### config.mk
export PLATFORM = sky130hd
export DESIGN_NAME = stim_gen_param
export DESIGN_NICKNAME = d
export VERILOG_FILES = /design/src/rtl/stim_gen_param_pkg.sv /design/src/rtl/stim_gen_param_lane.sv /design/src/rtl/stim_gen_param.sv
export SDC_FILE = /design/constraint.sdc
export NUM_CORES = 1
export LEC_CHECK = 0
export CAP_MARGIN = 20
export CORE_ASPECT_RATIO = 0.5
export CORE_MARGIN = 2
export CORE_UTILIZATION = 48
export CTS_BUF_LIST = sky130_fd_sc_hd__clkbuf_8
export DETAILED_ROUTE_END_ITERATION = 8
export HOLD_SLACK_MARGIN = 0.05
export MAX_ROUTING_LAYER = met4
export PLACE_DENSITY = 0.81
export SLEW_MARGIN = 20
export SYNTH_ARGS = -nofsm -noshare
export SYNTH_HDL_FRONTEND = slang
export SYNTH_HIERARCHICAL = 1
export SYNTH_SLANG_ARGS = --single-unit
### constraint.sdc
create_clock -name clk -period 2.9 [get_ports clk]
set_input_delay 0.29 -clock clk [delete_from_list [all_inputs] [get_ports clk]]
set_output_delay 0.29 -clock clk [all_outputs]
set_load 0.005 [all_outputs]
### src/rtl/stim_gen_param_pkg.sv
// -----------------------------------------------------------------------------
// stim_pkg
// Shared definitions for the stimulus generator: mode encoding, FSM state
// encoding and the per-lane control bundle passed from the top to each lane.
// -----------------------------------------------------------------------------
package stim_pkg;

  // Sequence modes as seen on the 'mode' port
  localparam logic [1:0] MODE_INC  = 2'd0;
  localparam logic [1:0] MODE_DEC  = 2'd1;
  localparam logic [1:0] MODE_LFSR = 2'd2;
  localparam logic [1:0] MODE_HOLD = 2'd3;

  typedef enum logic [1:0] {
    IDLE = 2'd0,
    RUN  = 2'd1,
    DONE = 2'd2
  } state_t;

  // Control shared by every lane in a given cycle
  typedef struct packed {
    logic       load;  // load init value (start accepted)
    logic       adv;   // advance to next value (transfer)
    logic [1:0] mode;  // mode used for load guard / advance rule
  } lane_ctl_t;

endpackage

### src/rtl/stim_gen_param_lane.sv
// -----------------------------------------------------------------------------
// stim_lane
// One operand channel: WIDTH-bit value register plus its next-value logic.
//   clk, reset : clock, synchronous active-high reset
//   i_ctl      : load / advance strobes and the mode to apply
//   i_init     : value loaded on i_ctl.load
//   i_step     : increment/decrement amount (captured copy from the top)
//   o_val      : current channel value (registered)
// -----------------------------------------------------------------------------
module stim_lane
  import stim_pkg::*;
#(
  parameter int               WIDTH = 4,
  parameter logic [WIDTH-1:0] TAPS  = 'hC
) (
  input  logic             clk,
  input  logic             reset,
  input  lane_ctl_t        i_ctl,
  input  logic [WIDTH-1:0] i_init,
  input  logic [WIDTH-1:0] i_step,
  output logic [WIDTH-1:0] o_val
);

  logic [WIDTH-1:0] r_val;
  logic [WIDTH-1:0] w_load_val;
  logic [WIDTH-1:0] w_next;

  // An all-zero LFSR state never leaves zero, so seed it with 1 instead.
  always_comb begin
    w_load_val = i_init;
    if (i_ctl.mode == MODE_LFSR && i_init == '0)
      w_load_val = WIDTH'(1);
  end

  // Next-value rules; arithmetic wraps modulo 2^WIDTH by truncation.
  always_comb begin
    w_next = r_val;
    case (i_ctl.mode)
      MODE_INC:  w_next = r_val + i_step;
      MODE_DEC:  w_next = r_val - i_step;
      MODE_LFSR: w_next = (r_val >> 1) ^ (r_val[0] ? TAPS : '0);
      default:   w_next = r_val;
    endcase
  end

  always_ff @(posedge clk) begin
    if (reset)
      r_val <= '0;
    else if (i_ctl.load)
      r_val <= w_load_val;
    else if (i_ctl.adv)
      r_val <= w_next;
  end

  assign o_val = r_val;

endmodule

### src/rtl/stim_gen_param.sv
// -----------------------------------------------------------------------------
// stim_gen_param
// Stimulus generator for the pipelined adder datapaths. Drives NCH channels of
// WIDTH-bit operands through a valid/ready handshake for a programmed number of
// transfers, then pulses done for one cycle.
//   clk, reset   : clock, synchronous active-high reset
//   start        : begin a sequence (IDLE only)
//   abort        : cancel a running sequence (RUN only)
//   mode/step    : sequence rule and step, captured at start
//   length       : number of transfers, captured at start
//   init_vals    : per-channel seed, channel i at [i*WIDTH +: WIDTH]
//   out_ready    : DUT accepts data
//   out_valid    : data_out valid (RUN)
//   data_out     : channel operands, same packing as init_vals
//   count        : transfers completed in the current sequence
//   busy         : high in RUN
//   done         : one-cycle completion pulse
// All outputs come straight from registers or from decoded state.
// -----------------------------------------------------------------------------
module stim_gen_param
  import stim_pkg::*;
#(
  parameter int               WIDTH = 4,
  parameter int               NCH   = 2,
  parameter int               LEN_W = 8,
  parameter logic [WIDTH-1:0] TAPS  = 'hC
) (
  input  logic                 clk,
  input  logic                 reset,
  input  logic                 start,
  input  logic                 abort,
  input  logic [1:0]           mode,
  input  logic [WIDTH-1:0]     step,
  input  logic [LEN_W-1:0]     length,
  input  logic [NCH*WIDTH-1:0] init_vals,
  input  logic                 out_ready,
  output logic                 out_valid,
  output logic [NCH*WIDTH-1:0] data_out,
  output logic [LEN_W-1:0]     count,
  output logic                 busy,
  output logic                 done
);

  state_t           r_state;
  state_t           w_state_nxt;
  logic [1:0]       r_mode;
  logic [WIDTH-1:0] r_step;
  logic [LEN_W-1:0] r_len;
  logic [LEN_W-1:0] r_count;

  logic      w_start;
  logic      w_xfer;
  logic      w_last;
  lane_ctl_t w_ctl;

  logic [NCH-1:0][WIDTH-1:0] w_init;
  logic [NCH-1:0][WIDTH-1:0] w_lane;

  assign w_start = (r_state == IDLE) && start;
  assign w_xfer  = (r_state == RUN) && out_ready;
  // The transfer that brings count up to the captured length ends the run.
  assign w_last  = w_xfer && ((r_count + LEN_W'(1)) == r_len);

  // ---------------------------------------------------------------- state reg
  always_ff @(posedge clk) begin
    if (reset)
      r_state <= IDLE;
    else
      r_state <= w_state_nxt;
  end

  // --------------------------------------------------------------- next state
  // Abort beats completion: an aborted run never reports done.
  always_comb begin
    w_state_nxt = r_state;
    case (r_state)
      IDLE: if (start) w_state_nxt = (length == '0) ? DONE : RUN;
      RUN: begin
        if (abort)       w_state_nxt = IDLE;
        else if (w_last) w_state_nxt = DONE;
      end
      DONE:    w_state_nxt = IDLE;
      default: w_state_nxt = IDLE;
    endcase
  end

  // ------------------------------------------------------------------ outputs
  always_comb begin
    out_valid = (r_state == RUN);
    busy      = (r_state == RUN);
    done      = (r_state == DONE);
  end

  // ------------------------------------------------- captured config + count
  always_ff @(posedge clk) begin
    if (reset) begin
      r_mode  <= MODE_INC;
      r_step  <= '0;
      r_len   <= '0;
      r_count <= '0;
    end else if (w_start) begin
      r_mode  <= mode;
      r_step  <= step;
      r_len   <= length;
      r_count <= '0;
    end else if (w_xfer) begin
      r_count <= r_count + LEN_W'(1);
    end
  end

  assign count = r_count;

  // -------------------------------------------------------------------- lanes
  // On load the live mode decides the LFSR zero guard (it is being captured in
  // the same cycle); afterwards lanes follow the captured mode.
  always_comb begin
    w_ctl.load = w_start;
    w_ctl.adv  = w_xfer;
    w_ctl.mode = w_start ? mode : r_mode;
  end

  assign w_init = init_vals;

  for (genvar g = 0; g < NCH; g++) begin : g_lane
    stim_lane #(
      .WIDTH (WIDTH),
      .TAPS  (TAPS)
    ) u_lane (
      .clk    (clk),
      .reset  (reset),
      .i_ctl  (w_ctl),
      .i_init (w_init[g]),
      .i_step (r_step),
      .o_val  (w_lane[g])
    );
  end

  assign data_out = w_lane;

endmodule

==> flow_summary.ini <==
[outcome]
outcome = completed

[setup_path]
r2r-end = g_lane[0].u_lane/o_val[3]$_SDFFE_PP0P_
cp_common_cell = nand2_1
r2r_slack_ns = 0.24
critical_path_arrival_ns = 2.87
worstPathCellList = nor2_1 > nand2_1 > inv_1 > nand2_1 > nand2_1 > nor2b_2 > mux2_2 > inv_1 > ha_1 > nor2b_1 > o21a_1 > or3b_1 > o211ai_1
required_ns = 3.11
crit_end = g_lane[0].u_lane/o_val[3]$_SDFFE_PP0P_
ff2ff_path_depth = 13
crit_path_end_kind = flip-flop
path_class = flip-flop to flip-flop
slowest_stage = mux2_2
r2r-start = r_state[0]$_SDFFE_PP0P_
cp_max_fo = 4
start_kind = flip-flop
crit_start = r_state[0]$_SDFFE_PP0P_
cpPeakStageDelay_ns = 0.38

[timing]
slew_headroom = 0.685
fin_crit_ns = 2.66
rsz0062_at_grt = false
hold_viol = 0
slew_viol_final = 0
worstMarginPinSlew_ns = 0.472
max_freq_ghz = 0.375
setup_ws_ns = 0.236
setup_viol = 0
fin_crit_sh = 0.919
fin_skew_ns = 0.00676

[synthesis]
seq_area_frac_synth = 0.298
avgSynthCellArea_um2 = 8.06
synth-edff-count = 0
ys.flop_type = dfxtp_1
yosys_register_bits = 32
syn_inst = 267
yosysUniqueCellTypes = 49
synth_async_sr_flop_share = 0
syn_nets = 305
synth_warnings = 6
synthesis.area_um2 = 2150

[die]
die_x_um = 98.7
die-area_um2 = 5070
die_h_um = 51.3
start_util = 0.494
io_pins = 46
coreArea_um2 = 4360
rows = 17

[detailed_routing]
vias_per_cell = 5.66
first_iter_violations = 77
wl_um = 5720
firstDrtPassIters = 4
wl_per_cell_um = 15.2
final_antenna_net_count = 0
num_vias = 2135
drc = 0

[power_and_ir_drop]
cellPowerDensity_nw_per_um2 = 424
power_leakage_nw = 1.06
ir_drop_mv = 0.229

[placed_design]
pre_cts_ws_ns = -0.0569
place_inst = 369
portBuffers = 45
dp_hpwl_um = 4230
gp_congestion = 0.873

[layout]
synthToLayoutAreaGrowth_pct = 28.5
nNetsFinal = 357
drive_above_1_share = 0.100
finalNonFillerCells = 377
insertedDiodeCount = 0

[clock_network]
cts_buffers = 5
clockBufferDepth = 2
cts_tree = done
clockRootBuffer = clkbuf_8
hold_buffers = 0
clock_sinks = 32
clk_latency_ns = 0.29
path_clk_slew_ns = 0.07
htreeDepth = 2

[hold_path]
hold_path_class = flip-flop to flip-flop

[global_route]
grt_usage = 0.241
grt_max_degree = 26
grt_pass1_vias = 2122
grt_pass1_wl_um = 9340
gr-total-overflow = 0
antenna_found_initial = 0

[run]
maxCapViolCount = 0
sequential cells by signal (all words and copies together) (netlist names):
register / flops
count: 8
r_len: 8
r_step: 4
g_lane.u_lane/o_val: 8
r_state: 2
r_mode: 2
kinds of logic (layout without fill, tap and decap cells):
group	Yosys count	count (layout)	share of synthesized area
xor+xnor	22	22	0.0895
fa+ha+maj	11	11	0.0709
buf+inv	29	82	0.0698
compound gates	65	65	0.207
simple gates	104	104	0.245
flops	32	32	0.298
mux	4	4	0.0198
power by group:
group          switching [mW]  total [mW]  internal, mW
combinational           0.155       0.322         0.168
clock                   0.169       0.356         0.186
sequential             0.0304       0.494         0.463
total                   0.355        1.17         0.817
critical path: cells and delay by family, from the launching register on:
family | cells | cell delay (ns)
flip-flops | 1 | 0.34
AND/OR/NAND/NOR | 7 | 1.11
buffers and inverters | 2 | 0.19
AO/OA/AOI/OAI | 2 | 0.35
multiplexers | 1 | 0.38
adder cells (fa/ha/maj) | 1 | 0.21
worst min path at each step:
stage	startpoint	to	slack (ns)	cells after the start
after floorplan	reset	g_lane[0].u_lane/o_val[1]$_SDFFE_PP0P_	0.36	1
after global placement	r_len[3]$_SDFFE_PP0P_	r_len[3]$_SDFFE_PP0P_	0.47	2
after detailed placement	r_len[3]$_SDFFE_PP0P_	r_len[3]$_SDFFE_PP0P_	0.47	2
after CTS	r_mode[0]$_SDFF_PP0_	r_mode[0]$_SDFF_PP0_	0.48	2
after global routing	r_mode[0]$_SDFF_PP0_	r_mode[0]$_SDFF_PP0_	0.49	2
final	r_mode[0]$_SDFF_PP0_	r_mode[0]$_SDFF_PP0_	0.48	2
cells in the mapped netlist (3+ instances only):
library cell,count,area share
o21ai_0,8,0.019
a21oi_1,25,0.058
ha_1,9,0.052
nor2b_1,8,0.023
dfxtp_1,32,0.30
nand3_1,4,0.0093
buf_6,4,0.021
o21a_1,5,0.017
a221o_2,4,0.021
nand2_1,44,0.077
clkbuf_1,3,0.0052
nor2_1,15,0.026
nand3b_1,3,0.010
nor3_1,9,0.021
xor2_1,10,0.041
xnor2_1,12,0.049
inv_1,19,0.033
nand2b_1,4,0.012
metal layers:
layer / wire [um] / GRT usage
met1: 2420 / 0.266
met5: 0 / -
met4: 150 / 0.112
met2: 2900 / 0.434
met3: 241 / 0.0438
cell type report:
class,instances,area (um^2)
tap,57,71.3
inverter,19,71.3
fill,351,1600
clock inverter,2,7.51
sequential,32,641
multi-input combinational,206,1370
clock buffer,6,82.6
timing repair buffer,55,526
per-stage QoR:
stage	hold WS [ns]	total power, mW	util	cell area, um^2	setup TNS (ns)
6_report	0.482	1.17	0.634	2770	0
3_5_place_dp	0.469	0.818	0.612	2670	-0.122
4_1_cts	0.480	1.17	0.633	2760	0
5_1_grt	0.491	1.24	0.634	2770	0
2_1_floorplan	0.359	0.692	-	2150	0
3_3_place_gp	0.468	0.798	0.612	2670	0
cell usage in the layout (no fill, tap or decap), types with 3 or more instances in the layout:
cell type	count
clkdlybuf4s50_1	45
nand2_1	44
dfxtp_1	32
a21oi_1	25
inv_1	21
nor2_1	15
xnor2_1	12
xor2_1	10
buf_4	10
nor3_1	9
ha_1	9
o21ai_0	8
nor2b_1	6
clkbuf_8	6
o21a_1	5
nand3_1	4
nand2b_1	4
a221o_2	4
nand3b_1	3
timing repair:
item | 4_1_cts | 5_1_grt
buffers inserted | 0 | 0
resized for setup | 0 | 2
endpoints found under the setup margin | 0 | 1
Note: power is estimated with default switching activity, not from simulation.
